## src/rtl/biquad8_ctrl_pkg.sv

```systemverilog
// Shared constants for the biquad8 coefficient loader: FSM encodings,
// wrapper register offsets and field widths.
package biquad8_ctrl_pkg;

  localparam int unsigned ST_W = 3;
  localparam logic [ST_W-1:0] ST_IDLE  = 3'd0;
  localparam logic [ST_W-1:0] ST_WR    = 3'd1;
  localparam logic [ST_W-1:0] ST_GAP   = 3'd2;
  localparam logic [ST_W-1:0] ST_UPD   = 3'd3;
  localparam logic [ST_W-1:0] ST_DRAIN = 3'd4;

  // Byte offsets of the registers inside one 128-byte wrapper window.
  localparam logic [6:0] REG_UPDATE  = 7'h00;
  localparam logic [6:0] REG_FIR     = 7'h04;
  localparam logic [6:0] REG_IIR     = 7'h08;
  localparam logic [6:0] REG_F_CHAIN = 7'h10;
  localparam logic [6:0] REG_G_CHAIN = 7'h14;
  localparam logic [6:0] REG_F_XLINK = 7'h18;
  localparam logic [6:0] REG_G_XLINK = 7'h1C;

  localparam int unsigned DEF_TIMEOUT = 1023;
  localparam int unsigned WORD_W      = 5;
  localparam int unsigned COEF_W      = 18;
  localparam int unsigned WB_DAT_W    = 32;
  localparam int unsigned WR_CNT_W    = 16;

endpackage

```

## src/rtl/biquad8_coeff_loader_wb_write_timer.sv

```systemverilog
// Ack timeout down-counter: loaded when a write starts, expires after
// TIMEOUT running cycles without a response.
module wb_write_timer
  import biquad8_ctrl_pkg::*;
#(
  parameter int unsigned TIMEOUT = DEF_TIMEOUT
) (
  input  logic wb_clk_i,
  input  logic wb_rst_ni,
  input  logic load,
  input  logic run,
  output logic expire_c
);

  localparam int unsigned CNT_W = $clog2(TIMEOUT + 1);

  logic [CNT_W-1:0] cnt_q;

  // Reload on write entry, count down while the write is outstanding.
  always_ff @(posedge wb_clk_i or negedge wb_rst_ni) begin
    if (!wb_rst_ni) begin
      cnt_q <= '0;
    end else if (load) begin
      cnt_q <= CNT_W'(TIMEOUT);
    end else if (run && (cnt_q != '0)) begin
      cnt_q <= cnt_q - CNT_W'(1);
    end
  end

  assign expire_c = run && (cnt_q == CNT_W'(1));

endmodule

```

## src/rtl/biquad8_coeff_loader.sv

```systemverilog
// Wishbone master turning coefficient beats into writes to a bank of
// biquad8 wrappers, with optional end-of-packet update write.
module biquad8_coeff_loader
  import biquad8_ctrl_pkg::*;
#(
  parameter int unsigned NTARGET     = 16,
  parameter int unsigned TGTBITS     = 4,
  parameter int unsigned TIMEOUT     = DEF_TIMEOUT,
  parameter int unsigned AUTO_UPDATE = 1
) (
  input  logic                wb_clk_i,
  input  logic                wb_rst_ni,
  input  logic                s_valid_i,
  output logic                s_ready_o,
  input  logic [TGTBITS-1:0]  s_target_i,
  input  logic [4:0]          s_addr_i,
  input  logic [17:0]         s_data_i,
  input  logic                s_last_i,
  output logic                wb_cyc_o,
  output logic                wb_stb_o,
  output logic                wb_we_o,
  output logic [TGTBITS+6:0]  wb_adr_o,
  output logic [31:0]         wb_dat_o,
  output logic [3:0]          wb_sel_o,
  input  logic                wb_ack_i,
  input  logic                wb_err_i,
  output logic                busy_o,
  output logic                done_o,
  output logic                err_o,
  output logic [TGTBITS+6:0]  err_adr_o,
  input  logic                err_clr_i,
  output logic [15:0]         wr_count_o
);

  localparam int unsigned ADR_W = 7 + TGTBITS;

  if (NTARGET > (1 << TGTBITS)) begin : g_bad_cfg
    $error("biquad8_coeff_loader: TGTBITS too small for NTARGET");
  end

  logic [ST_W-1:0]     state_q, state_d;
  logic [TGTBITS-1:0]  tgt_q, tgt_d;
  logic                last_q, last_d;
  logic                cyc_d, ready_d, busy_d, done_d, err_d;
  logic [ADR_W-1:0]    adr_d, err_adr_d;
  logic [WB_DAT_W-1:0] dat_d;
  logic [WR_CNT_W-1:0] cnt_d;
  logic                hs_c, active_c, ack_ok_c, fail_c, tmo_c, tmr_load_c;

  assign hs_c       = s_valid_i && s_ready_o;
  assign active_c   = (state_q == ST_WR) || (state_q == ST_UPD);
  // An error response beats a simultaneous ack; timeout only if nothing came back.
  assign ack_ok_c   = active_c && wb_ack_i && !wb_err_i;
  assign fail_c     = active_c && (wb_err_i || (tmo_c && !wb_ack_i));
  assign tmr_load_c = (state_d != state_q) && ((state_d == ST_WR) || (state_d == ST_UPD));

  wb_write_timer #(
    .TIMEOUT (TIMEOUT)
  ) u_timer (
    .wb_clk_i  (wb_clk_i),
    .wb_rst_ni (wb_rst_ni),
    .load      (tmr_load_c),
    .run       (active_c),
    .expire_c  (tmo_c)
  );

  // Next-state and next-output logic.
  always_comb begin
    state_d   = state_q;
    tgt_d     = tgt_q;
    last_d    = last_q;
    adr_d     = wb_adr_o;
    dat_d     = wb_dat_o;
    done_d    = 1'b0;
    err_d     = err_o && !err_clr_i;
    err_adr_d = err_adr_o;
    cnt_d     = wr_count_o;

    case (state_q)
      ST_IDLE: begin
        if (hs_c) begin
          state_d = ST_WR;
          tgt_d   = s_target_i;
          last_d  = s_last_i;
          adr_d   = {s_target_i, s_addr_i, 2'b00};
          dat_d   = {14'b0, s_data_i};
        end
      end
      ST_WR, ST_UPD: begin
        if (fail_c) begin
          state_d   = last_q ? ST_IDLE : ST_DRAIN;
          err_d     = 1'b1;
          err_adr_d = wb_adr_o;
        end else if (ack_ok_c) begin
          cnt_d = wr_count_o + WR_CNT_W'(1);
          if (state_q == ST_WR) begin
            state_d = ST_GAP;
          end else begin
            state_d = ST_IDLE;
            done_d  = 1'b1;
          end
        end
      end
      ST_GAP: begin
        if (last_q && (AUTO_UPDATE != 0)) begin
          state_d = ST_UPD;
          adr_d   = {tgt_q, REG_UPDATE};
          dat_d   = WB_DAT_W'(1);
        end else begin
          state_d = ST_IDLE;
          done_d  = last_q;
        end
      end
      ST_DRAIN: begin
        if (hs_c && s_last_i) begin
          state_d = ST_IDLE;
        end
      end
      default: state_d = ST_IDLE;
    endcase

    cyc_d   = (state_d == ST_WR) || (state_d == ST_UPD);
    ready_d = (state_d == ST_IDLE) || (state_d == ST_DRAIN);
    busy_d  = (state_d != ST_IDLE);
    if (!cyc_d) begin
      adr_d = '0;
      dat_d = '0;
    end
  end

  // State and registered outputs.
  always_ff @(posedge wb_clk_i or negedge wb_rst_ni) begin
    if (!wb_rst_ni) begin
      state_q    <= ST_IDLE;
      tgt_q      <= '0;
      last_q     <= 1'b0;
      wb_cyc_o   <= 1'b0;
      wb_stb_o   <= 1'b0;
      wb_we_o    <= 1'b0;
      wb_adr_o   <= '0;
      wb_dat_o   <= '0;
      wb_sel_o   <= 4'h0;
      s_ready_o  <= 1'b0;
      busy_o     <= 1'b0;
      done_o     <= 1'b0;
      err_o      <= 1'b0;
      err_adr_o  <= '0;
      wr_count_o <= '0;
    end else begin
      state_q    <= state_d;
      tgt_q      <= tgt_d;
      last_q     <= last_d;
      wb_cyc_o   <= cyc_d;
      wb_stb_o   <= cyc_d;
      wb_we_o    <= cyc_d;
      wb_adr_o   <= adr_d;
      wb_dat_o   <= dat_d;
      wb_sel_o   <= cyc_d ? 4'hF : 4'h0;
      s_ready_o  <= ready_d;
      busy_o     <= busy_d;
      done_o     <= done_d;
      err_o      <= err_d;
      err_adr_o  <= err_adr_d;
      wr_count_o <= cnt_d;
    end
  end

endmodule

```

## config.mk

```make
export PLATFORM = sky130hd
export DESIGN_NAME = biquad8_coeff_loader
export DESIGN_NICKNAME = d
export VERILOG_FILES = /design/src/rtl/biquad8_ctrl_pkg.sv /design/src/rtl/biquad8_coeff_loader_wb_write_timer.sv /design/src/rtl/biquad8_coeff_loader.sv
export SDC_FILE = /design/constraint.sdc
export NUM_CORES = 1
export LEC_CHECK = 0
export CAP_MARGIN = 20
export CORE_MARGIN = 2
export CORE_UTILIZATION = 41
export CTS_CLUSTER_SIZE = 24
export DETAILED_ROUTE_END_ITERATION = 10
export HOLD_SLACK_MARGIN = 0.02
export PLACE_DENSITY = 0.78
export SYNTH_ARGS = -nofsm -noshare
export SYNTH_HDL_FRONTEND = slang
export SYNTH_SLANG_ARGS = --single-unit
```

## constraint.sdc

```tcl
create_clock -name wb_clk_i -period 1.8 [get_ports wb_clk_i]
set_input_delay 0.27 -clock wb_clk_i [delete_from_list [all_inputs] [get_ports wb_clk_i]]
set_output_delay 0.27 -clock wb_clk_i [all_outputs]
set_load 0.01 [all_outputs]
```

==> flow_summary.ini <==
[global_route]
track_usage_pct = 18.4
grt_pass1_vias = 2561
grt_max_degree = 47
grt_overflow_total = 0
grt_pass1_wl_mm = 12.6
antenna_found_initial = 0

[sta]
slew_violations = 0
setup_violations = 6
fin_crit_sh_pct = 100
clock_skew_ns = 0.0123
fin_ws_ns = -0.00848
hold_viol_final = 0
rsz0062_at_grt = yes
min_period_ns = 1.81
clock.fmax_mhz = 553

[die]
start_util_pct = 41.9
die_h_um = 94.9
num_io_pins = 115
rows = 33
core_sq_um = 8090
die_w_um = 94.9
dieArea_sq_um = 9000

[power_and_ir_drop]
power.density_nw_per_um2 = 1260
p_int_uw = 4210
vdd_drop_max_uv = 664
p_sw_uw = 1960
p_seq_share_pct = 39.2
p_comb_share_pct = 36.7
p_leak_uw = 0.00214
swShare_pct = 31.8
finalPower_uw = 6170
clock_power_share_pct = 24.1

[logic_synthesis]
synth_area_per_cell_sq_um = 12.1
synth_seq_cells = 75
synth_edf_count = 0
yosysUniqueCellTypes = 51
postSynth.asyncResetShare_pct = 100
yosysSeqAreaShare_pct = 55.4
synth_area_leaders = dfrtp_1, a22o_1, buf_4, mux2_2, xnor2_1
yosys_warnings = 0
synthCells = 280
syn_area_sq_um = 3390
yosys.area.top_type = dfrtp_1
synth_ff_type = dfrtp_1
synth_top_cell_area_share_pct = 55.4

[worst_setup_path]
cp_max_fo = 10
path_class = reg -> reg
r2r_start = u_timer.cnt_q[2]
required_ns = 2.03
ff2ff_setup_slack_ns = -0.008
crit_path_start = u_timer.cnt_q[2]
arrival_ns = 2.04
cp-end-kind = register
start_kind = register

[final_layout]
drive_gt1_share_pct = 20.3
nNetsFinal = 442
insertedDiodeCount = 0
finalCoreUtilization_pct = 60.6
area_delta_synth_final_pct = 44.8
fillers = 657

[cts]
cts.sinks = 75
tritoncts = yes
ctsRootBufferMaster = clkbuf_8
path_clk_slew_ns = 0.08
cts_max_level = 3
cts_buffer_depth = 2
numCtsBuffers = 9
insertion_delay_ns = 0.35

[routing]
avgRoutedWirePerCell_um = 15.6
ant_nets = 0
drt-initial-drc-count = 83
finalWirelength_mm = 8.03
viasPerCell = 4.95
first_pass_iters = 4
route.detailed.drc = 0
via_count = 2543

[place]
io_buffers = 96
finalWeightedCongestion = 0.883
dpl.hpwl_mm = 5.68

[flow_run]
maxCapViolCount = 0

[run_status]
violations = negative setup slack
status = complete, but fails checks

[worst_hold_path]
hp-class = in -> async
-- sequential cells by signal, indices dropped and copies added, names as in the netlist --
signal and flops:
wr_count_o 16, state_q 3, wb_dat_o 18, last_q 1, done_o 1, err_o 1, busy_o 1, wb_sel_o 1
err_adr_o 9, s_ready_o 1, tgt_q 4, u_timer.cnt_q 10, wb_adr_o 9
-- Yosys cell counts, types with 2 or more instances --
| master | n |
|---|---|
| buf_6 | 2 |
| nand2_1 | 17 |
| inv_1 | 5 |
| nor2_1 | 11 |
| nor4_1 | 2 |
| mux2i_1 | 6 |
| and2_1 | 2 |
| nand4_1 | 4 |
| xnor2_1 | 13 |
| or3_1 | 2 |
| nand2b_1 | 3 |
| nor3_1 | 2 |
| and3_1 | 7 |
| nand3_1 | 10 |
| ha_1 | 4 |
| dfrtp_1 | 75 |
| o21ai_0 | 9 |
| a31oi_1 | 2 |
| xor2_1 | 5 |
| buf_4 | 25 |
| buf_2 | 2 |
| mux2_2 | 13 |
| clkbuf_1 | 3 |
| o211ai_1 | 2 |
| o31ai_1 | 3 |
| a22o_1 | 22 |
| nor4_2 | 3 |
| a21oi_1 | 3 |
-- metrics by stage --
| stage | setup WS [ns] | TNS [ns] | instances | instance area, sq um | hold slack, ns |
|---|---|---|---|---|---|
| finish | -0.00848 | -0.0315 | 514 | 4900 | 0.393 |
| global placement | -0.162 | -5.52 | 490 | 4550 | 0.228 |
| global route | -0.0537 | -0.397 | 514 | 4900 | 0.425 |
| detailed placement | -0.203 | -6.24 | 490 | 4550 | 0.233 |
| CTS | -0.0212 | -0.0212 | 507 | 4800 | 0.398 |
| floorplan | 0.0527 | 0 | 297 | 3450 | -0.0256 |
-- cell type report --
| cell class | instances | area [sq um] | share of cell area [%] |
|---|---|---|---|
| sequential | 75 | 1880 | 38.4 |
| multi-input combinational | 185 | 1390 | 28.4 |
| timing repair buffer | 128 | 1250 | 25.5 |
| clock buffer | 10 | 138 | 2.81 |
| tap | 105 | 131 | 2.68 |
| clock inverter | 6 | 95.1 | 1.94 |
| inverter | 5 | 18.8 | 0.383 |
-- final timing paths --
| path | to | cells after the start |
|---|---|---|
| min reg2reg | wr_count_o[15] | 1 |
| max | err_adr_o[3] | 5 |
| max in group asynchronous | state_q[2] | 3 |
| max reg2reg | err_adr_o[3] | 5 |
| min in group wb_clk_i | wr_count_o[15] | 1 |
| min | u_timer.cnt_q[1] | 2 |
-- worst max-delay path, stage by stage, from the launching register on --
cell and delay [ns]:
dfrtp_2 0.47, nor4_4 0.43, and4_4 0.32, a21oi_4 0.04, buf_12 0.16, mux2_2 0.26
-- logic make-up (layout without fill, tap and decap cells) --
group / after synthesis / after routing / synth area share [%]
other cells: 1 / 18 / 0.111
buf+inv: 37 / 149 / 7.39
flops: 75 / 75 / 55.4
xor+xnor: 18 / 18 / 4.65
fa+ha+maj: 4 / 4 / 1.48
simple gates: 79 / 79 / 14.2
mux: 19 / 19 / 6.10
compound gates: 47 / 47 / 10.7
-- routing by layer --
layer	up-vias	share of wire, %	track usage [%]
li1	1209	-	-
met1	1264	43	22.8
met2	62	51	30.6
met3	8	4.8	5.35
met4	0	1.1	6.64
met5	-	0	0
-- timing repair --
item                       CTS  global route
setup buffers                0             8
hold buffers                 1             0
pin swaps                    2             6
setup endpoints to repair   12            39
hold endpoints to repair    29             0
resized for setup            1            13
-- placed cells by master, fill, tap and decap left out, types with 4 or more instances in the layout --
master / Yosys / layout
conb_1: 1 / 18
mux2i_1: 6 / 6
nand4_1: 4 / 4
nand3_1: 10 / 9
dfrtp_1: 75 / 72
a22o_1: 22 / 22
inv_1: 5 / 4
buf_12: 0 / 4
nor2_1: 11 / 11
xor2_1: 5 / 5
nand2_1: 17 / 17
xnor2_1: 13 / 13
and3_1: 7 / 7
nor4_2: 3 / 4
o21ai_0: 9 / 9
mux2_2: 13 / 13
buf_4: 25 / 27
clkdlybuf4s50_1: 0 / 95
clkbuf_8: 0 / 10
-- power by group through the flow --
| stage | clock network (uW) | logic, uW | registers [uW] |
|---|---|---|---|
| global placement | 0 | 2150 | 2430 |
| global route | 1610 | 2460 | 2480 |
| finish | 1490 | 2270 | 2420 |
| CTS | 1520 | 2210 | 2420 |
| floorplan | 0 | 949 | 2540 |
| detailed placement | 0 | 2200 | 2440 |
(Power assumes the default switching activity.)
